<file path="config.mk">
export PLATFORM = sky130hd
export DESIGN_NAME = cpu_adapter_pipe
export DESIGN_NICKNAME = d
export VERILOG_FILES = /design/src/rtl/cpu_adapter_pipe.sv
export SDC_FILE = /design/constraint.sdc
export NUM_CORES = 1
export LEC_CHECK = 0
export ABC_AREA = 1
export CELL_PAD_IN_SITES_DETAIL_PLACEMENT = 1
export CELL_PAD_IN_SITES_GLOBAL_PLACEMENT = 1
export CORE_MARGIN = 10
export CORE_UTILIZATION = 35
export DETAILED_ROUTE_END_ITERATION = 8
export GPL_ROUTABILITY_DRIVEN = 0
export HOLD_SLACK_MARGIN = 0.15
export PLACE_DENSITY_LB_ADDON = 0.12
export SLEW_MARGIN = 20
export SYNTH_ARGS = -nofsm -noshare
export SYNTH_HDL_FRONTEND = slang
export SYNTH_SLANG_ARGS = --single-unit
export TNS_END_PERCENT = 5
</file>
<file path="constraint.sdc">
create_clock -name clk -period 5.25 [get_ports clk]
set_clock_uncertainty 0.15 [all_clocks]
set_input_delay 1.05 -clock clk [delete_from_list [all_inputs] [get_ports clk]]
set_output_delay 1.05 -clock clk [all_outputs]
set_load 0.05 [all_outputs]
</file>
<file path="src/rtl/cpu_adapter_pipe.sv">
`default_nettype none
// ============================================================================
// Module   : cpu_adapter_pipe
// Purpose  : Pipelined CPU load-port to wide packet-buffer read adapter with
//            up to DEPTH in-order outstanding reads and big-endian extraction.
// Revision : 1.0 - initial release
// ============================================================================
module cpu_adapter_pipe #(
  parameter int BYTE_ADDR_WIDTH = 12,
  parameter int ADDR_WIDTH      = 10,
  parameter int DEPTH           = 4,
  parameter int BUF_IN          = 1,
  parameter int BUF_OUT         = 1,
  parameter int PESS            = 1
) (
  input  logic                                               clk,
  input  logic                                               rst,
  input  logic [BYTE_ADDR_WIDTH-1:0]                         byte_rd_addr,
  input  logic                                               cpu_rd_en,
  input  logic [1:0]                                         transfer_sz,
  output logic                                               cpu_rd_rdy,
  output logic                                               rd_en,
  output logic [ADDR_WIDTH-1:0]                              word_rd_addra,
  input  logic [2*(2**(BYTE_ADDR_WIDTH-ADDR_WIDTH))*8-1:0]   bigword,
  input  logic                                               bigword_vld,
  output logic [31:0]                                        resized_mem_data,
  output logic                                               resized_mem_data_vld,
  output logic                                               resized_mem_err
);

  localparam int c_OFF_W = BYTE_ADDR_WIDTH - ADDR_WIDTH;
  localparam int c_W     = 1 << c_OFF_W;
  localparam int c_BW    = 2 * c_W * 8;
  localparam int c_PTR_W = $clog2(DEPTH);
  localparam int c_CNT_W = c_PTR_W + 1;
  localparam logic [c_CNT_W-1:0] c_DEPTH = c_CNT_W'(DEPTH);

  localparam logic [1:0] c_SZ_BYTE = 2'b00;
  localparam logic [1:0] c_SZ_HALF = 2'b01;
  localparam logic [1:0] c_SZ_WORD = 2'b10;

  logic [c_OFF_W-1:0]    r_off [DEPTH];
  logic [1:0]            r_sz  [DEPTH];
  logic [c_PTR_W-1:0]    r_wr_ptr;
  logic [c_PTR_W-1:0]    r_rd_ptr;
  logic [c_CNT_W-1:0]    r_count;

  logic                  w_rdy;
  logic                  w_push;
  logic                  w_pop;
  logic [ADDR_WIDTH-1:0] w_word_addr;
  logic [c_OFF_W-1:0]    w_head_off;
  logic [1:0]            w_head_sz;
  logic [31:0]           w_top;
  logic [31:0]           w_data;
  logic                  w_err;

  assign cpu_rd_rdy  = w_rdy;
  assign w_push      = cpu_rd_en & w_rdy;
  // A response with nothing outstanding is a stray (e.g. issued before reset).
  assign w_pop       = bigword_vld & (r_count != '0);
  assign w_word_addr = byte_rd_addr[BYTE_ADDR_WIDTH-1:c_OFF_W];
  assign w_head_off  = r_off[r_rd_ptr];
  assign w_head_sz   = r_sz[r_rd_ptr];

  generate
    if (PESS != 0) begin : g_rdy_pess
      assign w_rdy = rst & (r_count < c_DEPTH);
    end else begin : g_rdy_opt
      assign w_rdy = rst & ((r_count < c_DEPTH) | ((r_count == c_DEPTH) & bigword_vld));
    end
  endgenerate

  // Metadata storage needs no reset: entries are only read after being written.
  always_ff @(posedge clk) begin
    if (w_push) begin
      r_off[r_wr_ptr] <= byte_rd_addr[c_OFF_W-1:0];
      r_sz[r_wr_ptr]  <= transfer_sz;
    end
  end

  always_ff @(posedge clk or negedge rst) begin
    if (!rst) begin
      r_wr_ptr <= '0;
      r_rd_ptr <= '0;
      r_count  <= '0;
    end else begin
      if (w_push) begin
        r_wr_ptr <= r_wr_ptr + c_PTR_W'(1);
      end
      if (w_pop) begin
        r_rd_ptr <= r_rd_ptr + c_PTR_W'(1);
      end
      if (w_push && !w_pop) begin
        r_count <= r_count + c_CNT_W'(1);
      end else if (!w_push && w_pop) begin
        r_count <= r_count - c_CNT_W'(1);
      end
    end
  end

  // Byte 0 of the bigword is its MSB byte, so the addressed field starts
  // offset bytes down from the top; W >= 4 keeps the 32-bit window in range.
  always_comb begin
    w_top  = bigword[(c_BW - 1) - 8 * int'(w_head_off) -: 32];
    w_data = '0;
    w_err  = 1'b0;
    case (w_head_sz)
      c_SZ_BYTE: w_data = {24'd0, w_top[31:24]};
      c_SZ_HALF: w_data = {16'd0, w_top[31:16]};
      c_SZ_WORD: w_data = w_top;
      default:   w_err  = 1'b1;
    endcase
  end

  generate
    if (BUF_IN != 0) begin : g_buf_in
      logic                  r_rd_en;
      logic [ADDR_WIDTH-1:0] r_word_addr;

      always_ff @(posedge clk or negedge rst) begin
        if (!rst) begin
          r_rd_en     <= 1'b0;
          r_word_addr <= '0;
        end else begin
          r_rd_en <= w_push;
          if (w_push) begin
            r_word_addr <= w_word_addr;
          end
        end
      end

      assign rd_en         = r_rd_en;
      assign word_rd_addra = r_word_addr;
    end else begin : g_comb_in
      assign rd_en         = w_push;
      assign word_rd_addra = rst ? w_word_addr : '0;
    end
  endgenerate

  generate
    if (BUF_OUT != 0) begin : g_buf_out
      logic        r_vld;
      logic        r_err;
      logic [31:0] r_data;

      always_ff @(posedge clk or negedge rst) begin
        if (!rst) begin
          r_vld  <= 1'b0;
          r_err  <= 1'b0;
          r_data <= '0;
        end else begin
          r_vld <= w_pop;
          r_err <= w_pop & w_err;
          if (w_pop) begin
            r_data <= w_data;
          end
        end
      end

      assign resized_mem_data_vld = r_vld;
      assign resized_mem_err      = r_err;
      assign resized_mem_data     = r_data;
    end else begin : g_comb_out
      // Holds the last delivered value so data stays stable while vld is low.
      logic [31:0] r_hold;

      always_ff @(posedge clk or negedge rst) begin
        if (!rst) begin
          r_hold <= '0;
        end else if (w_pop) begin
          r_hold <= w_data;
        end
      end

      assign resized_mem_data_vld = w_pop;
      assign resized_mem_err      = w_pop & w_err;
      assign resized_mem_data     = w_pop ? w_data : r_hold;
    end
  endgenerate

endmodule
`default_nettype wire

</file>
; Word-level counts from Yosys, hierarchy flattened
; Memory sizes are Yosys's and may differ from the RTL's.
; Cells that the tools add are included.
[word_totals]
inputBits = 82
mem_count = 2
word_cells = 37
output_inout_bits = 46
reg_bits = 52
mem_bits_rw = 16
[mem_list]
columns = memory, depth, word_bits, rd, rd_ports_with_merged_regs, write_ports, line_no
row1 = r_off, 4, 2, 1, 0, 1, 42  ; logic [c_OFF_W-1:0] r_off [DEPTH];
row2 = r_sz, 4, 2, 1, 0, 1, 43  ; logic [1:0] r_sz [DEPTH];
[op_classes]
reduce_logical = 8
n_eq_ne = 2
add_sub_neg = 5
magnitude_cmp = 1
n_mux = 6
bitwise_logic = 4
n_shift = 1
[ops]
columns = cell, n
row1 = 32-bit one-hot mux with 3 select lines, 1
row2 = 95-bit by 7-bit variable part select with 32-bit output, 1
row3 = 6-bit by 5-bit subtractor with 7-bit output (first input constant), 1
row4 = 3-bit two-way mux, 2
row5 = 2-bit by 1-bit adder with 2-bit output (second input constant), 2
row6 = 1-bit bitwise AND, 4
row7 = 3-bit by 1-bit adder with 3-bit output (second input constant), 1
row8 = 3-bit less-than comparator (second input constant), 1
row9 = 1-bit two-way mux, 3
row10 = 3-bit nonzero test, 1
row11 = 3-bit OR reduction, 1
row12 = 3-bit by 1-bit subtractor with 3-bit output (second input constant), 1
row13 = 2-bit by 1-bit == test with 1-bit output (second input constant), 1
row14 = 2-bit == test (second input constant), 1
row15 = 1-bit logical AND, 2
row16 = 1-bit zero test, 2
row17 = 2-bit zero test, 1
row18 = 2-bit nonzero test, 1

; Depth between registers and ports, before layout
[logic_depth]
depth_word = 7
ltp_mapped = 12
depth_no_buf = 12

; Worst setup path after synthesis
; OpenSTA, ideal clock, no wires.
[synth_timing]
path_kind = input port to flip-flop
from = input rst
to = register r_count[1]
slack_ns = 1.538
required_time_ns = 4.975
path_stages = 9
n_path_buf = 1
t_arrival_ns = 3.437
setup_ns = 0.125
cell_sequence = inv_1 nor2_1 nand2_1 inv_1 clkbuf_1 ha_1 inv_1 fa_1 mux2_2
[synth_between]
elab_chain_len = 5
elab_cells_between_ends = 7
cone_classes = 1 x mux / 2 x bitwise / 4 x reduce/logical
[synth_lines]
columns = element, line_no
row1 = "start, declared", 17  ; input logic rst,
row2 = 1-bit bitwise AND (*), 68  ; assign w_rdy = rst & (r_count < c_DEPTH);
row3 = via cpu_rd_rdy, 21  ; output logic cpu_rd_rdy,
row4 = 1-bit bitwise AND (*), 59  ; assign w_push = cpu_rd_en & w_rdy;
row5 = via w_push, 49  ; logic w_push;
row6 = 1-bit zero test, 96  ; end else if (!w_push && w_pop) begin
row7 = 1-bit logical AND, 96
row8 = 2-bit nonzero test (no source line), --
row9 = "end signal, assigned", 95  ; r_count <= r_count + c_CNT_W'(1);
row10 = "end signal, assigned", 97  ; r_count <= r_count - c_CNT_W'(1);
row11 = "end, declared", 46  ; logic [c_CNT_W-1:0] r_count;
; Mark *: on every way through the listed nets, which the timed path passes. The rest lies on a longest branch.
; A chain may end at the register's enable or synchronous reset.

; Worst setup path after layout
[layout_timing]
from = register r_rd_ptr[0]
to = register g_buf_out.r_data[14] (netlist: resized_mem_data[14])
[layout_between]
elab_chain_len = 4
elab_cells_between_ends = 8
cone_classes = 1 x add/sub / 2 x eq/ne / 1 x shift / 1 x mux / 1 x reduce/logical / 2 x memory
[layout_lines]
columns = element, line_no
row1 = "start, declared", 45  ; logic [c_PTR_W-1:0] r_rd_ptr;
row2 = "start signal, assigned", 92  ; r_rd_ptr <= r_rd_ptr + c_PTR_W'(1);
row3 = memory 4 x 2 bit, --
row4 = 6-bit by 5-bit subtractor with 7-bit output, 105  ; w_top = bigword[(c_BW - 1) - 8 * int'(w_head_off) -: 32];
row5 = 95-bit by 7-bit variable part select with 32-bit output, 105
row6 = 32-bit one-hot mux with 3 select lines (*), 108  ; case (w_head_sz)
row7 = "end signal, assigned", 156  ; r_data <= w_data;
row8 = "end, declared", 145  ; logic [31:0] r_data;
; Mark *: on every way between the ends. The rest lies on a longest branch, timed or not.

==> flow_summary.yaml <==
route:
  wirelength_um: 13500
  drt_iter0_drc: 323
  post_drt_wl_per_cell_um: 17.8
  drc: 0
  num_vias: 3931
  ant_nets: 0
  drt_first_pass_iters: 4
  avgViaCountPerCell: 5.17
job:
  maxCapViolations: 0
global_route:
  gr-usage-all-layers_pct: 16.9
  antenna_found_initial: 0
  grtUsageMet1_pct: 17.1
  grt_max_degree: 53
  grt_pass1_wl_um: 21500
  first_global_vias: 4223
  met2_usage_pct: 32.7
  grtUsageMet3_pct: 3.91
  grt_remaining_overflow: 0
  busiest_layer: "met2"
yosys:
  yosysWarnings: 0
  synth_top_cell_area_share_pct: 33.8
  synth.distinct_cells: 26
  avgSynthCellArea_um2: 7.55
  synth_area_leaders: "dfrtp_1 34%, nand3_1 21%, nand2_1 18%, edfxtp_1 12%, buf_2 2.2%"
  ys_ff_latch: 68
  syn_inst: 510
  yosysTopAreaCell: "dfrtp_1"
  synth-seq-area-share_pct: 46.3
  synth_edf_count: 16
  ys.flop_type: "dfrtp_1"
  synthArstFlopShare_pct: 76.5
  netlist_area_mm2: 0.00385
  syn-num-nets: 598
  synth_commonest_cells: "182 x nand2_1, 161 x nand3_1, 52 x dfrtp_1"
  yosysMostFrequentCell: "nand2_1"
timing:
  min_period_ps: 3540
  worst_slew_pin_slew_ps: 953
  max_freq_ghz: 0.283
  whs_ps: 328
  slew_viol_final: 0
  rsz0062_at_grt: "false"
  layout_setup_ws_ps: 1710
  finalCritPeriodShare_pct: 67.4
  hold_viol: 0
  finalSetupTns_ps: 0
  finalSetupViolations: 0
  slew_headroom_pct: 36.2
floorplan:
  die_h_um: 125
  floorplan.die_area_mm2: 0.0156
  num_rows: 38
  io_pins: 128
  core_area_mm2: 0.0108
  initial_core_util_pct: 35.7
  die_w_um: 125
power:
  combPwrFrac_pct: 63.7
  switching_power_w: 0.00205
  p_int_w: 0.00181
  clkPwrFrac_pct: 13.5
  power_density_mw_per_mm2: 725
  vdd_drop_max_mv: 0.366
  leakage_nw: 2.42
  switching_share_pct: 53.2
  p_seq_share_pct: 22.9
clock_network:
  cts-root-buf: "clkbuf_8"
  postCtsResizedCells: 0
  cts_tree: "yes"
  cts_hold_buf: 0
  cts.clk_slew.worst_paths_ps: 70
  clk_path_buf_depth: 2
  cts-htree-levels: 3
  cts_made_buffers: 9
  clk_latency_ps: 350
  cts_setup_buffers: 0
  clock-sinks: 68
place:
  port_buffers: 119
  place_area_mm2: 0.00508
  dp_slack_ps: 1760
  dpl.hpwl_um: 10100
layout:
  nNetsFinal: 703
  syn2layout_area_growth_pct: 38.1
  antenna_cells: 0
  fin_util_pct: 49.2
  layout-drive-gt1-share_pct: 5.48
  fin_area_mm2: 0.00532
setup_path:
  crit_required_ps: 5350
  end_kind: "register"
  r2r_cells: 11
  r2r-end: "resized_mem_data[14]"
  endpoint: "resized_mem_data[14]"
  critPathKind: "register to register"
  ff2ff_setup_slack_ps: 1710
  crit_path_start: "r_rd_ptr[0]"
  critPathLaunchType: "register"
  crit_fanout: 49
  arrival_ps: 3630
  r2r-start: "r_rd_ptr[0]"
hold_path:
  hold_path.class: "register to register"
run_status:
  outcome: "completed"
-- stage by stage --
step           power, W  std cells
2_1_floorplan   0.00262        510
3_3_place_gp    0.00330        744
3_5_place_dp    0.00336        744
4_1_cts         0.00390        760
5_1_grt         0.00415        760
6_report        0.00385        760
-- power groups by stage --
stage,registers (W),logic [W],clock network (W)
after floorplan,0.00139,0.00123,0
after global placement,0.000881,0.00242,0
after detailed placement,0.000889,0.00247,0
after CTS,0.000883,0.00248,0.000531
after global routing,0.000904,0.00268,0.000559
final,0.000881,0.00245,0.000519
-- layout by cell type, fill, tap and decap left out --
master	netlist	final
nor2_2	1	1
o21ai_2	1	1
inv_2	6	6
buf_2	17	1
nand2_1	182	182
nand3_2	2	2
nor2_1	16	16
inv_6	0	1
ha_1	5	5
mux2_2	1	1
nor3_1	1	1
clkinvlp_4	0	1
nand2_2	3	3
buf_4	3	4
dfrtp_1	52	52
fa_1	1	1
o21ai_1	7	7
edfxtp_1	16	16
bufinv_16	0	3
nand3_1	161	161
inv_1	12	12
a21oi_1	1	1
clkdlybuf4s50_1	0	118
o31ai_4	1	1
o21ai_0	7	7
xor2_1	2	2
clkinv_1	1	3
clkbuf_8	0	9
xnor2_1	2	2
-- layer usage --
| metal | routed length, um | up-vias |
|---|---|---|
| met5 | 0 | - |
| met4 | 298 | 0 |
| met3 | 495 | 21 |
| met2 | 7460 | 79 |
| met1 | 5260 | 1926 |
| li1 | - | 1905 |
-- worst min-delay path by stage --
stage	from	endpoint	slack [ps]	depth (start not counted)
final	word_rd_addra[7]	word_rd_addra[7]	330	2
after global routing	resized_mem_data[4]	resized_mem_data[4]	350	2
after floorplan	r_count[2]	r_count[2]	370	1
after detailed placement	word_rd_addra[7]	word_rd_addra[7]	310	2
after CTS	word_rd_addra[7]	word_rd_addra[7]	340	2
after global placement	word_rd_addra[0]	word_rd_addra[0]	310	2
-- cell type report --
| class | count | area (um2) |
|---|---|---|
| fill | 1339 | 5480 |
| multi-input combinational | 394 | 1830 |
| sequential | 68 | 1780 |
| timing repair buffer | 123 | 1220 |
| tap | 140 | 175 |
| clock buffer | 9 | 124 |
| clock inverter | 7 | 114 |
| inverter | 19 | 71.3 |
-- sequential cells by signal, indices dropped and copies added, names as in the netlist --
name and count:
resized_mem_data 32, word_rd_addra 10, r_off 8, r_sz 8, r_count 3, r_rd_ptr 2, r_wr_ptr 2, rd_en 1
resized_mem_data_vld 1, resized_mem_err 1
-- cells by family after synthesis --
logic type,after synthesis,synth area share [%]
flip-flops,68,46.3
AND/OR/NAND/NOR,366,41.5
adder cells (fa/ha/maj),6,2.14
XOR/XNOR,4,0.910
AO/OA/AOI/OAI,17,2.73
buffers and inverters,48,6.11
multiplexers,1,0.292
-- critical path, stage by stage (launching register included) --
cell and delay [ps]:
dfrtp_1 550, inv_2 140, nand2_1 100, nand3_2 690, nand2_2 1070, inv_2 200, nand2_1 110, nand3_1 90
nand3_1 120, o21ai_1 90, nand2_1 60, nand2_1 50
Note: power is estimated with default switching activity, not from simulation.
